===== src/rtl/sample_ram_arbiter.sv =====
// Round-robin arbiter sharing one sample RAM read port between left and right codec channels.
// Each channel owns a looping read pointer, a pending flag and a sticky overrun flag.
module sample_ram_arbiter #(
   parameter int ADDR_WIDTH = 15,
   parameter int DATA_WIDTH = 8
) (
   input  logic                  clock_i,
   input  logic                  reset_i,
   input  logic                  enable_i,
   input  logic                  cfg_load_i,
   input  logic [ADDR_WIDTH-1:0] loop_start_i,
   input  logic [ADDR_WIDTH-1:0] loop_end_i,
   input  logic                  l_req_i,
   input  logic                  r_req_i,
   input  logic [DATA_WIDTH-1:0] ram_data_i,
   output logic [ADDR_WIDTH-1:0] ram_addr_o,
   output logic                  ram_rd_en_o,
   output logic [DATA_WIDTH-1:0] l_data_o,
   output logic [DATA_WIDTH-1:0] r_data_o,
   output logic                  l_valid_o,
   output logic                  r_valid_o,
   output logic                  l_overrun_o,
   output logic                  r_overrun_o,
   output logic                  busy_o
);

   localparam logic CH_L = 1'b0;
   localparam logic CH_R = 1'b1;

   typedef enum logic [1:0] {IDLE, ISSUE, CAPTURE} state_t;

   state_t                state_q, state_d;
   logic [1:0]            req, pend_eff, avail, grant_oh;
   logic [1:0]            pend_q, pend_d;
   logic [1:0]            ovr_q, ovr_d;
   logic [1:0]            valid_q, valid_d;
   logic [ADDR_WIDTH-1:0] ptr_q [2];
   logic [ADDR_WIDTH-1:0] ptr_d [2];
   logic [DATA_WIDTH-1:0] data_q [2];
   logic [DATA_WIDTH-1:0] data_d [2];
   logic [ADDR_WIDTH-1:0] addr_q, addr_d;
   logic                  gnt_q, gnt_d;
   logic                  last_q, last_d;
   logic                  suppress_q, suppress_d;
   logic                  do_grant, gnt_sel;

   function automatic logic [ADDR_WIDTH-1:0] advance(input logic [ADDR_WIDTH-1:0] ptr,
                                                     input logic [ADDR_WIDTH-1:0] lo,
                                                     input logic [ADDR_WIDTH-1:0] hi);
      if (ptr == hi || ptr == '1)
         return lo;
      return ptr + ADDR_WIDTH'(1);
   endfunction

   always_comb begin
      req        = {r_req_i, l_req_i};
      pend_eff   = cfg_load_i ? 2'b00 : pend_q;
      avail      = pend_eff | req;
      gnt_sel    = avail[CH_R] & (~avail[CH_L] | (last_q == CH_L));
      do_grant   = enable_i & (|avail) & (state_q != ISSUE);
      grant_oh   = 2'b00;
      if (do_grant)
         grant_oh[gnt_sel] = 1'b1;

      state_d    = state_q;
      addr_d     = addr_q;
      gnt_d      = gnt_q;
      last_d     = last_q;
      valid_d    = 2'b00;
      data_d     = data_q;
      suppress_d = (state_q == ISSUE) & cfg_load_i;

      // A read in flight when cfg_load arrives keeps its data but must not advance the pointer.
      for (int c = 0; c < 2; c++) begin
         if (cfg_load_i)
            ptr_d[c] = loop_start_i;
         else if (state_q == CAPTURE && gnt_q == 1'(c) && !suppress_q)
            ptr_d[c] = advance(ptr_q[c], loop_start_i, loop_end_i);
         else
            ptr_d[c] = ptr_q[c];

         pend_d[c] = grant_oh[c] ? (req[c] & pend_eff[c]) : avail[c];
         ovr_d[c]  = cfg_load_i ? 1'b0 : (ovr_q[c] | (req[c] & pend_q[c] & ~grant_oh[c]));
      end

      if (state_q == CAPTURE) begin
         data_d[gnt_q]  = ram_data_i;
         valid_d[gnt_q] = 1'b1;
      end

      // The issued address is the pointer value after this cycle's advance/reload.
      if (do_grant) begin
         addr_d = ptr_d[gnt_sel];
         gnt_d  = gnt_sel;
         last_d = gnt_sel;
      end

      case (state_q)
         IDLE:    if (do_grant) state_d = ISSUE;
         ISSUE:   state_d = CAPTURE;
         CAPTURE: state_d = do_grant ? ISSUE : IDLE;
         default: state_d = IDLE;
      endcase
   end

   always_ff @(posedge clock_i or posedge reset_i) begin
      if (reset_i) begin
         state_q    <= IDLE;
         pend_q     <= 2'b00;
         ovr_q      <= 2'b00;
         valid_q    <= 2'b00;
         ptr_q      <= '{default: '0};
         data_q     <= '{default: '0};
         addr_q     <= '0;
         gnt_q      <= CH_L;
         last_q     <= CH_R;
         suppress_q <= 1'b0;
      end else begin
         state_q    <= state_d;
         pend_q     <= pend_d;
         ovr_q      <= ovr_d;
         valid_q    <= valid_d;
         ptr_q      <= ptr_d;
         data_q     <= data_d;
         addr_q     <= addr_d;
         gnt_q      <= gnt_d;
         last_q     <= last_d;
         suppress_q <= suppress_d;
      end
   end

   assign ram_addr_o  = addr_q;
   assign ram_rd_en_o = (state_q == ISSUE);
   assign busy_o      = (state_q != IDLE);
   assign l_data_o    = data_q[CH_L];
   assign r_data_o    = data_q[CH_R];
   assign l_valid_o   = valid_q[CH_L];
   assign r_valid_o   = valid_q[CH_R];
   assign l_overrun_o = ovr_q[CH_L];
   assign r_overrun_o = ovr_q[CH_R];

endmodule


===== config.mk =====
export PLATFORM = sky130hd
export DESIGN_NAME = sample_ram_arbiter
export DESIGN_NICKNAME = d
export VERILOG_FILES = /design/src/rtl/sample_ram_arbiter.sv
export SDC_FILE = /design/constraint.sdc
export NUM_CORES = 1
export LEC_CHECK = 0
export ABC_AREA = 1
export CAP_MARGIN = 5
export CELL_PAD_IN_SITES_DETAIL_PLACEMENT = 1
export CELL_PAD_IN_SITES_GLOBAL_PLACEMENT = 1
export CORE_AREA = 3 3 117 119
export DETAILED_ROUTE_END_ITERATION = 7
export DIE_AREA = 0 0 120 122
export GPL_TIMING_DRIVEN = 0
export PLACE_DENSITY_LB_ADDON = 0.12
export REMOVE_ABC_BUFFERS = 1
export SLEW_MARGIN = 0
export SYNTH_ARGS = -nofsm -noshare
export SYNTH_HDL_FRONTEND = slang
export SYNTH_SLANG_ARGS = --single-unit

===== constraint.sdc =====
create_clock -name clock_i -period 3.65 [get_ports clock_i]
set_input_delay 1.095 -clock clock_i [delete_from_list [all_inputs] [get_ports clock_i]]
set_output_delay 1.095 -clock clock_i [all_outputs]
set_load 0.02 [all_outputs]

==> results of run 1 <==
[where the power goes]
group	internal (uW)	leakage (uW)	total, uW	switching (uW)
combinational	482	0.00205	1130	644
clock	621	0.000163	997	376
sequential	988	0.000884	1140	147
[metrics by stage]
stage	hold WS (ps)	TNS, ps
5_1_grt	484	0
3_5_place_dp	434	-20580
2_1_floorplan	413	0
6_report	447	0
4_1_cts	452	0
3_3_place_gp	435	-65100
[what timing repair did]
| item | in CTS | in global routing |
|---|---|---|
| gates resized for setup | 3 | 2 |
| buffers inserted | 0 | 0 |
| endpoints found under the setup margin | 21 | 1 |
[cell usage after synthesis (6+ instances only)]
| library cell | instances | area share |
|---|---|---|
| sky130_fd_sc_hd__dfrtp_1 | 71 | 0.36 |
| sky130_fd_sc_hd__nand3_1 | 49 | 0.049 |
| sky130_fd_sc_hd__inv_1 | 58 | 0.044 |
| sky130_fd_sc_hd__clkbuf_1 | 6 | 0.0045 |
| sky130_fd_sc_hd__xor2_1 | 18 | 0.032 |
| sky130_fd_sc_hd__nand3_2 | 44 | 0.089 |
| sky130_fd_sc_hd__nand2_2 | 28 | 0.035 |
| sky130_fd_sc_hd__inv_2 | 15 | 0.011 |
| sky130_fd_sc_hd__nor3_1 | 10 | 0.010 |
| sky130_fd_sc_hd__nand2_1 | 268 | 0.20 |
| sky130_fd_sc_hd__nor2_1 | 29 | 0.022 |
| sky130_fd_sc_hd__a21oi_1 | 14 | 0.014 |
| sky130_fd_sc_hd__o21ai_0 | 22 | 0.022 |
[kinds of logic (layout without fill, tap and decap cells)]
logic type      Yosys count  after routing
flops                    72             72
simple gates            452            452
compound gates           43             43
fa+ha+maj                 2              2
xor+xnor                 22             22
buf+inv                  94            170
[flip-flops by register name, indices dropped and copies added (netlist names), 2 cells and up]
register,cells
state_q,2
pend_q,2
ovr_q,2
r_data_o,8
valid_q,2
ram_addr_o,15
ptr_q,30
l_data_o,8
[cell usage in the layout, fill, tap and decap left out, types with 3 or more instances in the layout]
cell                              count
sky130_fd_sc_hd__o21ai_0             22
sky130_fd_sc_hd__inv_1               57
sky130_fd_sc_hd__nor2_1              29
sky130_fd_sc_hd__nand3_2             44
sky130_fd_sc_hd__xor2_1              18
sky130_fd_sc_hd__nand2_4              4
sky130_fd_sc_hd__nand4_1              5
sky130_fd_sc_hd__nand2_1            268
sky130_fd_sc_hd__inv_2               14
sky130_fd_sc_hd__a21oi_1             14
sky130_fd_sc_hd__nor2_8               3
sky130_fd_sc_hd__dfrtp_1             71
sky130_fd_sc_hd__nor2_4               5
sky130_fd_sc_hd__clkdlybuf4s50_1     79
sky130_fd_sc_hd__clkbuf_16            9
sky130_fd_sc_hd__nand3_1             49
sky130_fd_sc_hd__nand2_2             28
sky130_fd_sc_hd__xnor2_1              4
sky130_fd_sc_hd__nor3_1              10
[routing by layer]
| metal | wire length (um) | track usage | share of wire | vias up |
|---|---|---|---|---|
| met5 | 0 | 0 | 0 | - |
| met4 | 331 | 0.0744 | 0.021 | 0 |
| met3 | 613 | 0.0413 | 0.038 | 23 |
| met2 | 7850 | 0.398 | 0.49 | 103 |
| met1 | 7230 | 0.291 | 0.45 | 2255 |
| li1 | - | - | - | 2288 |
[area by class of cell]
type / instances / area [um2]
tap: 172 / 215
clock inverter: 6 / 91.3
fill: 1624 / 6470
inverter: 73 / 279
sequential: 72 / 1800
timing repair buffer: 81 / 830
clock buffer: 10 / 239
multi-input combinational: 519 / 2740
[worst paths after layout]
kind	cells after the start	end	from	slack [ps]
worst max-delay path	10	ram_addr_o[13]$_DFFE_PP0N_	cfg_load_i	320
worst min-delay path	1	valid_q[0]$_DFF_PP0_	gnt_q$_DFFE_PP0N_	450
worst max register to register	14	ram_addr_o[1]$_DFFE_PP0N_	ptr_q[1]$_DFF_PP0_	1120
worst min register to register	1	valid_q[0]$_DFF_PP0_	gnt_q$_DFFE_PP0N_	450
max in group asynchronous	3	last_q$_DFFE_PP1N_	reset_i	2040
min in group asynchronous	2	pend_q[1]$_DFF_PP0_	reset_i	1030
[worst max-delay path, delay by kind of cell]
kind	cells	cell delay, ps
AOI/OAI and AO/OA	2	550
buffers and inverters	3	1430
and+or+nand+nor	5	460
==> results.rst, run 1 <==
.. list-table::
   :header-rows: 1

   * - Metric
     - Value
   * - Detailed-route wire length
     - about 16000 um
   * - Arithmetic-cell share of the synthesized area counting full adders, half adders and majority gates
     - 0.00503
   * - Final standard cell utilization of the core
     - 0.489
   * - Total design power
     - 3260 uW
   * - Worst-path fanout max
     - 29
   * - Final routed wire length divided by cell count
     - 17.2 um
   * - Xor/xnor cell area share of the yosys netlist
     - 0.0388
   * - Status
     - complete, no violations
   * - Clock slew seen by the registers of the worst setup and hold paths
     - ~60 ps
   * - CTS Hold Buffers Added
     - 0
   * - Post-detailed-route via-to-cell ratio
     - between 5 and 6
   * - Flip-flop and latch count after synthesis
     - 72
   * - Max Root-Sink Buffers
     - 2
   * - CTS Sinks
     - around 70
   * - Syn Area/Cell
     - ~7.3 um2
   * - Vias in the first global route
     - between 5k and 6k
   * - Sequential area share after synthesis
     - 0.363
   * - Pin slew with the least headroom to its limit
     - 683 ps
   * - H-Tree Depth
     - 3
   * - TritonCTS clock tree
     - built
   * - Worst Setup Start Kind
     - input pin
   * - Fraction of synthesized area in multiplexers
     - 0
   * - Final-stage net count
     - 802
   * - Crit path setup slack, layout
     - 319 ps
   * - Cell with the biggest individual delay on the critical path
     - sky130_fd_sc_hd__clkdlybuf4s15_2
   * - Placement-stage cell area
     - 5870 um2
   * - Cell Count, Final, Fillers Out
     - 933
   * - Final critical-path share of the clock period
     - 0.913
   * - Critical path capture point type
     - flip-flop
   * - Detailed router's first-iteration violation count
     - 156
   * - Synthesized-area fraction occupied by and/or/nand/nor cells
     - 0.458
   * - Initial core utilization
     - 0.392
   * - Ys async rst share
     - 1.00
   * - Number of nets with antenna violations after routing
     - 0
   * - Crit-path max cell delay
     - between 600 and 700 ps
   * - Core ar.
     - 12700 um2
   * - Number of antenna cells inserted
     - 0
   * - Number of port buffers
     - 80
   * - Final Cell Area
     - 6200 um2
   * - Cell variety after synth
     - 34
   * - Number of endpoints failing setup at the final stage
     - 0
   * - DRC
     - 0
   * - Shortest period the worst path allows
     - 3330 ps
   * - Clock tree root buffer cell
     - sky130_fd_sc_hd__clkbuf_16
   * - Number of standard cells after synthesis
     - 685
   * - Category of the critical setup timing path
     - in -> reg
   * - Synth Cell Area
     - approximately 5000 um2
   * - Number of enable-type register cells in the synthesized netlist
     - 0
   * - Data required, critical path
     - 3880 ps
   * - Die height
     - about 120 um
   * - Setup slack after placement
     - -1090 ps
   * - Final HPWL DP
     - 11500 um
   * - Number of warning messages in the yosys log
     - 0
   * - CP most frequent cell
     - sky130_fd_sc_hd__nand2_1
   * - Number of placement rows
     - between 40 and 50
   * - Die boundary width
     - 120 um
   * - Post-synthesis compound-gate area fraction
     - 0.0496
   * - Largest vdd supply drop
     - 0.000416 V
   * - Number of maximum-capacitance constraint violations
     - 0
   * - Worst-case headroom to the max-slew limit
     - 0.544
   * - Global-route congestion overflow total
     - 0
   * - Power per Cell Area
     - 526 nW/um2
   * - Worst hold path type
     - reg -> reg
   * - Number of I/O pins
     - a little over 80
   * - Worst-path cell chain
     - clkdlybuf4s15_2, inv_4, a21oi_2, nand2_1, nand2_1, nor2_1, inv_2, nor2_8, a21boi_0, nand2_1
   * - All-layer global routing usage
     - 0.230
   * - Total instance count after detailed placement
     - approximately 920
   * - Fmax
     - between 300 and 400 MHz
   * - DR pass1 iterations
     - 4
   * - Overall die area
     - 14600 um2
   * - Routed vias
     - 4669
   * - Clock Skew
     - 6.25 ps
   * - Antenna violations before repair
     - 0
   * - Maximum number of pins on one net before global-route repair
     - 58
   * - Arrival @ worst endpoint
     - around 3600 ps
   * - Total clock buffers created by CTS
     - 9
   * - Most frequently used flop master after synthesis
     - sky130_fd_sc_hd__dfrtp_1
   * - Setup repair after global routing missed its margin
     - false
   * - Layout cell share with drive strength beyond 1
     - 0.168
   * - Number of slew-limit violations in the final report
     - 0
   * - Wire length of the first global-routing pass
     - ~26000 um
   * - Total leakage power
     - 0.00310 uW
   * - Hold Fails Final Rpt
     - 0
   * - Layout area overhead
     - 24.7%
   * - Main combinational cell family by area after synthesis
     - simple AND/OR/NAND/NOR gates
   * - Clock insertion delay at the later pin of the skew report
     - around 340 ps
   * - Routability Congestion
     - 0.852
(Power assumes the default switching activity.)
==> inputs of run 2 (changes only) <==
CAP_MARGIN = 20   (was 5)
CORE_AREA = 3 3 124 126   (was 3 3 117 119)
DIE_AREA = 0 0 127 129   (was 0 0 120 122)
TNS_END_PERCENT = 30   (was not set)
clock period = 3 ns   (was 3.65 ns; I/O delays follow)
==> run 2 against run 1 <==
Cell area rose by 1.5%. Utilization fell by 5.3 points. Largest cell class unchanged. Total power rose by 20%. Critical endpoint is now ram_addr_o[12]$_DFFE_PP0N_. Highest routed layer unchanged. Critical path type unchanged. Clock skew rose by 1.4 ps. Register-to-register slack got worse by 560 ps.
==> results.rst, run 2 (synthesis results as in run 1) <==
.. list-table::
   :header-rows: 1

   * - Metric
     - Value
   * - Status
     - complete, no violations
   * - Buf+Inv Stages, Crit Path
     - 3
   * - Clock slew seen by the registers of the worst setup and hold paths
     - ~60 ps
   * - Busiest layer in global routing
     - met2
   * - TritonCTS clock tree
     - built
   * - Post-detailed-route via-to-cell ratio
     - 4.94
   * - Total design power
     - between 3000 and 4000 uW
   * - Total leakage power
     - 0.00315 uW
   * - Final routed wire length divided by cell count
     - 17.2 um
   * - Commonest non-fill, non-tap cells in the layout
     - 268 x sky130_fd_sc_hd__nand2_1, 79 x sky130_fd_sc_hd__clkdlybuf4s50_1, 71 x sky130_fd_sc_hd__dfrtp_1, 57 x sky130_fd_sc_hd__inv_1, 49 x sky130_fd_sc_hd__nand3_1
   * - Shortest period the worst path allows
     - between 2000 and 3000 ps
   * - Worst-case headroom to the max-slew limit
     - 0.558
   * - Layout area overhead
     - 26.6%
   * - Number of nets with antenna violations after routing
     - 0
   * - Clock tree root buffer cell
     - sky130_fd_sc_hd__clkbuf_16
   * - Antenna violations before repair
     - 0
   * - Number of I/O pins
     - 81
   * - Layout cell share with drive strength beyond 1
     - 0.173
   * - Core ar.
     - approximately 14000 um2
   * - Power per Cell Area
     - about 620 nW/um2
   * - Maximum number of pins on one net before global-route repair
     - 46
   * - Overall die area
     - around 16000 um2
   * - Fmax
     - 354 MHz
   * - GR met3 Demand/Resource
     - 0.0490
   * - Total clock buffers created by CTS
     - 9
   * - Routed vias
     - 4689
   * - All-layer global routing usage
     - 0.208
   * - Register with the most flip-flops
     - ptr_q
   * - Largest register FFs
     - 30
   * - Detailed-route wire length
     - 16300 um
   * - Largest vdd supply drop
     - roughly 0.00038 V
   * - Worst-path fanout max
     - 15
   * - Global routing met1 resource utilization
     - 0.262
   * - Arrival @ worst endpoint
     - 3060 ps
   * - Final-stage net count
     - 806
   * - Critical path capture point type
     - flip-flop
   * - Initial core utilization
     - 0.345
   * - Number of placement rows
     - 44
   * - Final standard cell utilization of the core
     - 0.436
   * - Number of antenna cells inserted
     - 0
   * - Max Root-Sink Buffers
     - 2
   * - Cell with the biggest individual delay on the critical path
     - sky130_fd_sc_hd__clkdlybuf4s50_1
   * - Most common cell after layout, fill and taps aside
     - sky130_fd_sc_hd__nand2_1
   * - Die height
     - 129 um
   * - Detailed router's first-iteration violation count
     - between 200 and 300
   * - Worst-path cell chain
     - clkdlybuf4s50_1, inv_1, nand2_1, nand2_1, nor2_1, nand2_1, nor2_1, nand2_4, nand2_8, inv_2, nand2_1, nand3_1, nand2_1, nand2_1, nand2_1, nand3_2
   * - Routability Congestion
     - between 0.8 and 0.9
   * - Vias in the first global route
     - 5128
   * - Critical path's top delay family
     - simple AND/OR/NAND/NOR gates
   * - Worst Setup Start Kind
     - input pin
   * - Wire length of the first global-routing pass
     - 26500 um
   * - Clock insertion delay at the later pin of the skew report
     - 340 ps
   * - Pin slew with the least headroom to its limit
     - 662 ps
   * - CTS Sinks
     - 72
   * - Die boundary width
     - 127 um
   * - Final critical-path share of the clock period
     - 0.943
   * - Number of endpoints failing setup at the final stage
     - 0
   * - Worst hold slack
     - 454 ps
   * - Global-route congestion overflow total
     - 0
   * - Data required, critical path
     - 3230 ps
   * - Number of slew-limit violations in the final report
     - 0
   * - Final HPWL DP
     - 11700 um
   * - Setup slack after placement
     - -1050 ps
   * - Met2 capacity usage during global routing
     - 0.352
   * - Crit-path max cell delay
     - ~540 ps
   * - Worst hold path type
     - reg -> reg
   * - Number of maximum-capacitance constraint violations
     - 0
   * - Hold Fails Final Rpt
     - 0
   * - H-Tree Depth
     - 3
   * - Total of fill cells in the finished design
     - 1823
   * - Setup repair after global routing missed its margin
     - false
   * - Crit path setup slack, layout
     - 172 ps
   * - Clock Skew
     - 7.69 ps
   * - DRC
     - 0
   * - Category of the critical setup timing path
     - in -> reg
   * - CP most frequent cell
     - sky130_fd_sc_hd__nand2_1
   * - Number of port buffers
     - 80
   * - Final sum of negative setup slack
     - 0 ps
   * - DR pass1 iterations
     - 4
[run 2: worst reg2reg max path, stage by stage, from the launching register on]
cell and delay (ps):
sky130_fd_sc_hd__dfrtp_1 400, sky130_fd_sc_hd__inv_2 90, sky130_fd_sc_hd__nand2_1 70, sky130_fd_sc_hd__nor2_1 120, sky130_fd_sc_hd__inv_1 270, sky130_fd_sc_hd__nor2_4 560
sky130_fd_sc_hd__inv_2 340, sky130_fd_sc_hd__o21ai_1 230, sky130_fd_sc_hd__nand2_1 80, sky130_fd_sc_hd__and2_1 160
[run 2: path summary, 6_finish.rpt]
check | start | end | slack (ps) | depth (start not counted)
max in group asynchronous | reset_i | last_q$_DFFE_PP1N_ | 1500 | 3
worst min-delay path | gnt_q$_DFFE_PP0N_ | valid_q[0]$_DFF_PP0_ | 450 | 1
worst max register to register | state_q[0]$_DFFE_PP0P_ | ptr_q[29]$_DFF_PP0_ | 560 | 9
worst max-delay path | loop_end_i[4] | ram_addr_o[12]$_DFFE_PP0N_ | 170 | 16
worst min register to register | gnt_q$_DFFE_PP0N_ | valid_q[0]$_DFF_PP0_ | 450 | 1
min in group asynchronous | reset_i | ram_addr_o[1]$_DFFE_PP0N_ | 900 | 2
[run 2: layout make-up]
type / count / area [um2] / area share
clock inverters: 7 / 78.8 / 0.0125
well taps: 184 / 230 / 0.0366
multi-input cells: 519 / 2770 / 0.440
flip-flops and latches: 72 / 1800 / 0.286
repair buffers: 85 / 905 / 0.144
clock buffers: 9 / 225 / 0.0358
inverters: 73 / 282 / 0.0447
[run 2: power by group]
part,leakage (uW),switching (uW),internal (uW)
clock network,0.000144,471,653
registers,0.000884,178,1200
logic,0.00212,793,606
[run 2: routing by layer]
metal | routed length, um | vias to the layer above
met5 | 0 | -
met4 | 367 | 0
met3 | 920 | 23
met2 | 7780 | 108
met1 | 7240 | 2260
li1 | - | 2298
[run 2: metrics by stage]
step	std cells	cell area (um2)
after global routing	949	6290
final	949	6290
after floorplan	664	4820
after global placement	928	5850
after detailed placement	930	5900
after CTS	946	6210
[run 2: timing repair]
item | in CTS | in global routing
buffers inserted | 0 | 3
hold buffers | 0 | 0
hold endpoints to repair | 0 | 0
pin swaps | 0 | 2
endpoints found under the setup margin | 21 | 19
gates resized for setup | 5 | 4
==> inputs of run 3 (changes only) <==
clock period = 2.55 ns   (was 3 ns; I/O delays follow)
==> run 3 against run 2 <==
Clock skew is essentially flat. Non-clock buffer count grew 30. Highest routed layer unchanged. First-iteration DRC count grew 9.6%. Combinational power grew 21%. Critical endpoint is now ram_addr_o[13]$_DFFE_PP0N_. Clock power grew 19%. Cell count grew 3.5%. Utilization grew 2.4 points. Sequential cell count is the same.
==> results.rst, run 3 (synthesis results as in run 1) <==
.. list-table::
   :header-rows: 1

   * - Metric
     - Value
   * - Status
     - complete, no violations
   * - Commonest non-fill, non-tap cells in the layout
     - 267 x sky130_fd_sc_hd__nand2_1, 75 x sky130_fd_sc_hd__clkdlybuf4s50_1, 71 x sky130_fd_sc_hd__dfrtp_1, 57 x sky130_fd_sc_hd__inv_1, 49 x sky130_fd_sc_hd__nand3_1
   * - Number of placement rows
     - 44
   * - Worst Setup Start Kind
     - input pin
   * - TritonCTS clock tree
     - built
   * - Number of endpoints failing setup at the final stage
     - 0
   * - Final-stage net count
     - between 800 and 900
   * - Routed vias
     - between 4k and 5k
   * - Routability Congestion
     - 0.842
   * - Maximum number of pins on one net before global-route repair
     - 46
   * - Arrival @ worst endpoint
     - about 2600 ps
   * - Overall die area
     - approximately 16000 um2
   * - Detailed router's first-iteration violation count
     - roughly 290
   * - Largest register FFs
     - 30
   * - Antenna violations before repair
     - 0
   * - Final critical-path share of the clock period
     - 0.945
   * - Worst hold path type
     - reg -> reg
   * - Fmax
     - 415 MHz
   * - Final standard cell utilization of the core
     - 0.461
   * - Core ar.
     - about 14000 um2
   * - Post-detailed-route via-to-cell ratio
     - 4.95
   * - Die boundary width
     - 127 um
   * - CTS Hold Buffers Added
     - 0
   * - Clock insertion delay at the later pin of the skew report
     - 350 ps
   * - All-layer global routing usage
     - 0.211
   * - Total clock buffers created by CTS
     - 9
   * - Register with the most flip-flops
     - ptr_q
   * - Hold Fails Final Rpt
     - 0
   * - Final routed wire length divided by cell count
     - ~17 um
   * - Clock tree root buffer cell
     - sky130_fd_sc_hd__clkbuf_16
   * - Final sum of negative setup slack
     - 0 ps
   * - Layout area overhead
     - 33.6%
   * - Critical path capture point type
     - flip-flop
   * - Clock Skew
     - 8.06 ps
   * - Detailed-route wire length
     - 17100 um
   * - Number of nets with antenna violations after routing
     - 0
   * - Final HPWL DP
     - 11700 um
   * - Pin slew with the least headroom to its limit
     - 560 ps
   * - Max Root-Sink Buffers
     - 2
   * - Number of I/O pins
     - 81
   * - Global-route congestion overflow total
     - 0
   * - Shortest period the worst path allows
     - ~2400 ps
   * - Vias in the first global route
     - 5133
   * - Cell Count, Final, Fillers Out
     - 982
   * - Total leakage power
     - 0.00335 uW
   * - Number of port buffers
     - 80
   * - DR pass1 iterations
     - 5
   * - CTS Sinks
     - 72
   * - Total design power
     - between 4000 and 5000 uW
   * - Clock slew seen by the registers of the worst setup and hold paths
     - 60 ps
   * - Largest vdd supply drop
     - approximately 0.00045 V
   * - Power per Cell Area
     - 701 nW/um2
   * - Layout cell share with drive strength beyond 1
     - 0.214
   * - Worst-case headroom to the max-slew limit
     - 0.626
   * - Total instance count after detailed placement
     - 930
   * - Number of antenna cells inserted
     - 0
   * - Wire length of the first global-routing pass
     - 26800 um
   * - DRC
     - 0
   * - Initial core utilization
     - 0.345
   * - Number of slew-limit violations in the final report
     - 0
   * - Data required, critical path
     - 2780 ps
   * - Die height
     - 129 um
   * - Most common cell after layout, fill and taps aside
     - sky130_fd_sc_hd__nand2_1
   * - H-Tree Depth
     - 3
   * - Number of maximum-capacitance constraint violations
     - 0
   * - Worst-path fanout max
     - 29
   * - Category of the critical setup timing path
     - in -> reg
run 3: per-stage QoR:
step	setup slack (ps)	hold WS, ps	instance area [um2]
after floorplan	-38.3	413	4820
after global placement	-1900	430	5850
after detailed placement	-1370	433	5900
after CTS	12.4	449	6340
after global routing	-28.3	474	6650
final	140	455	6650
run 3: what timing repair did:
item,4_1_cts,5_1_grt
gates resized for setup,13,15
cloned,1,2
buffers inserted,6,27
endpoints found under the setup margin,43,21
pin swaps,4,8
run 3: power breakdown:
group | internal, uW | switching (uW) | total [uW]
Clock | 768 | 565 | 1330
Sequential | 1410 | 211 | 1620
Combinational | 747 | 952 | 1700
Total | 2930 | 1730 | 4660
run 3: final timing paths:
path | startpoint | end | slack [ps] | depth (start not counted)
max | cfg_load_i | ram_addr_o[13]$_DFFE_PP0N_ | 140 | 12
min | gnt_q$_DFFE_PP0N_ | valid_q[0]$_DFF_PP0_ | 460 | 1
max reg2reg | ptr_q[1]$_DFF_PP0_ | ram_addr_o[4]$_DFFE_PP0N_ | 320 | 14
min reg2reg | gnt_q$_DFFE_PP0N_ | valid_q[0]$_DFF_PP0_ | 460 | 1
max in group asynchronous | reset_i | last_q$_DFFE_PP1N_ | 1190 | 3
min in group asynchronous | reset_i | ram_addr_o[1]$_DFFE_PP0N_ | 760 | 2
run 3: routing by layer:
layer	vias up	share of wire	track usage
li1	2366	-	-
met1	2384	0.45	0.267
met2	88	0.49	0.359
met3	20	0.046	0.0494
met4	0	0.016	0.0618
met5	-	0	0
run 3: final cells by class:
type	count	area (um2)
multi-input cells	522	2840
flip-flops and latches	72	1800
inverters	73	293
repair buffers	115	1170
clock inverters	7	78.8
fillers	1813	7780
clock buffers	9	225
well taps	184	230
run 3: critical path, cell delays in order:
cell and delay, ps:
sky130_fd_sc_hd__clkbuf_4 230, sky130_fd_sc_hd__buf_8 190, sky130_fd_sc_hd__inv_4 180, sky130_fd_sc_hd__a21oi_2 290
sky130_fd_sc_hd__nand2_1 90, sky130_fd_sc_hd__nand2_1 80, sky130_fd_sc_hd__nor2_1 40, sky130_fd_sc_hd__bufinv_8 320
sky130_fd_sc_hd__nor2_8 80, sky130_fd_sc_hd__buf_12 150, sky130_fd_sc_hd__a21boi_1 140, sky130_fd_sc_hd__nand2_1 60
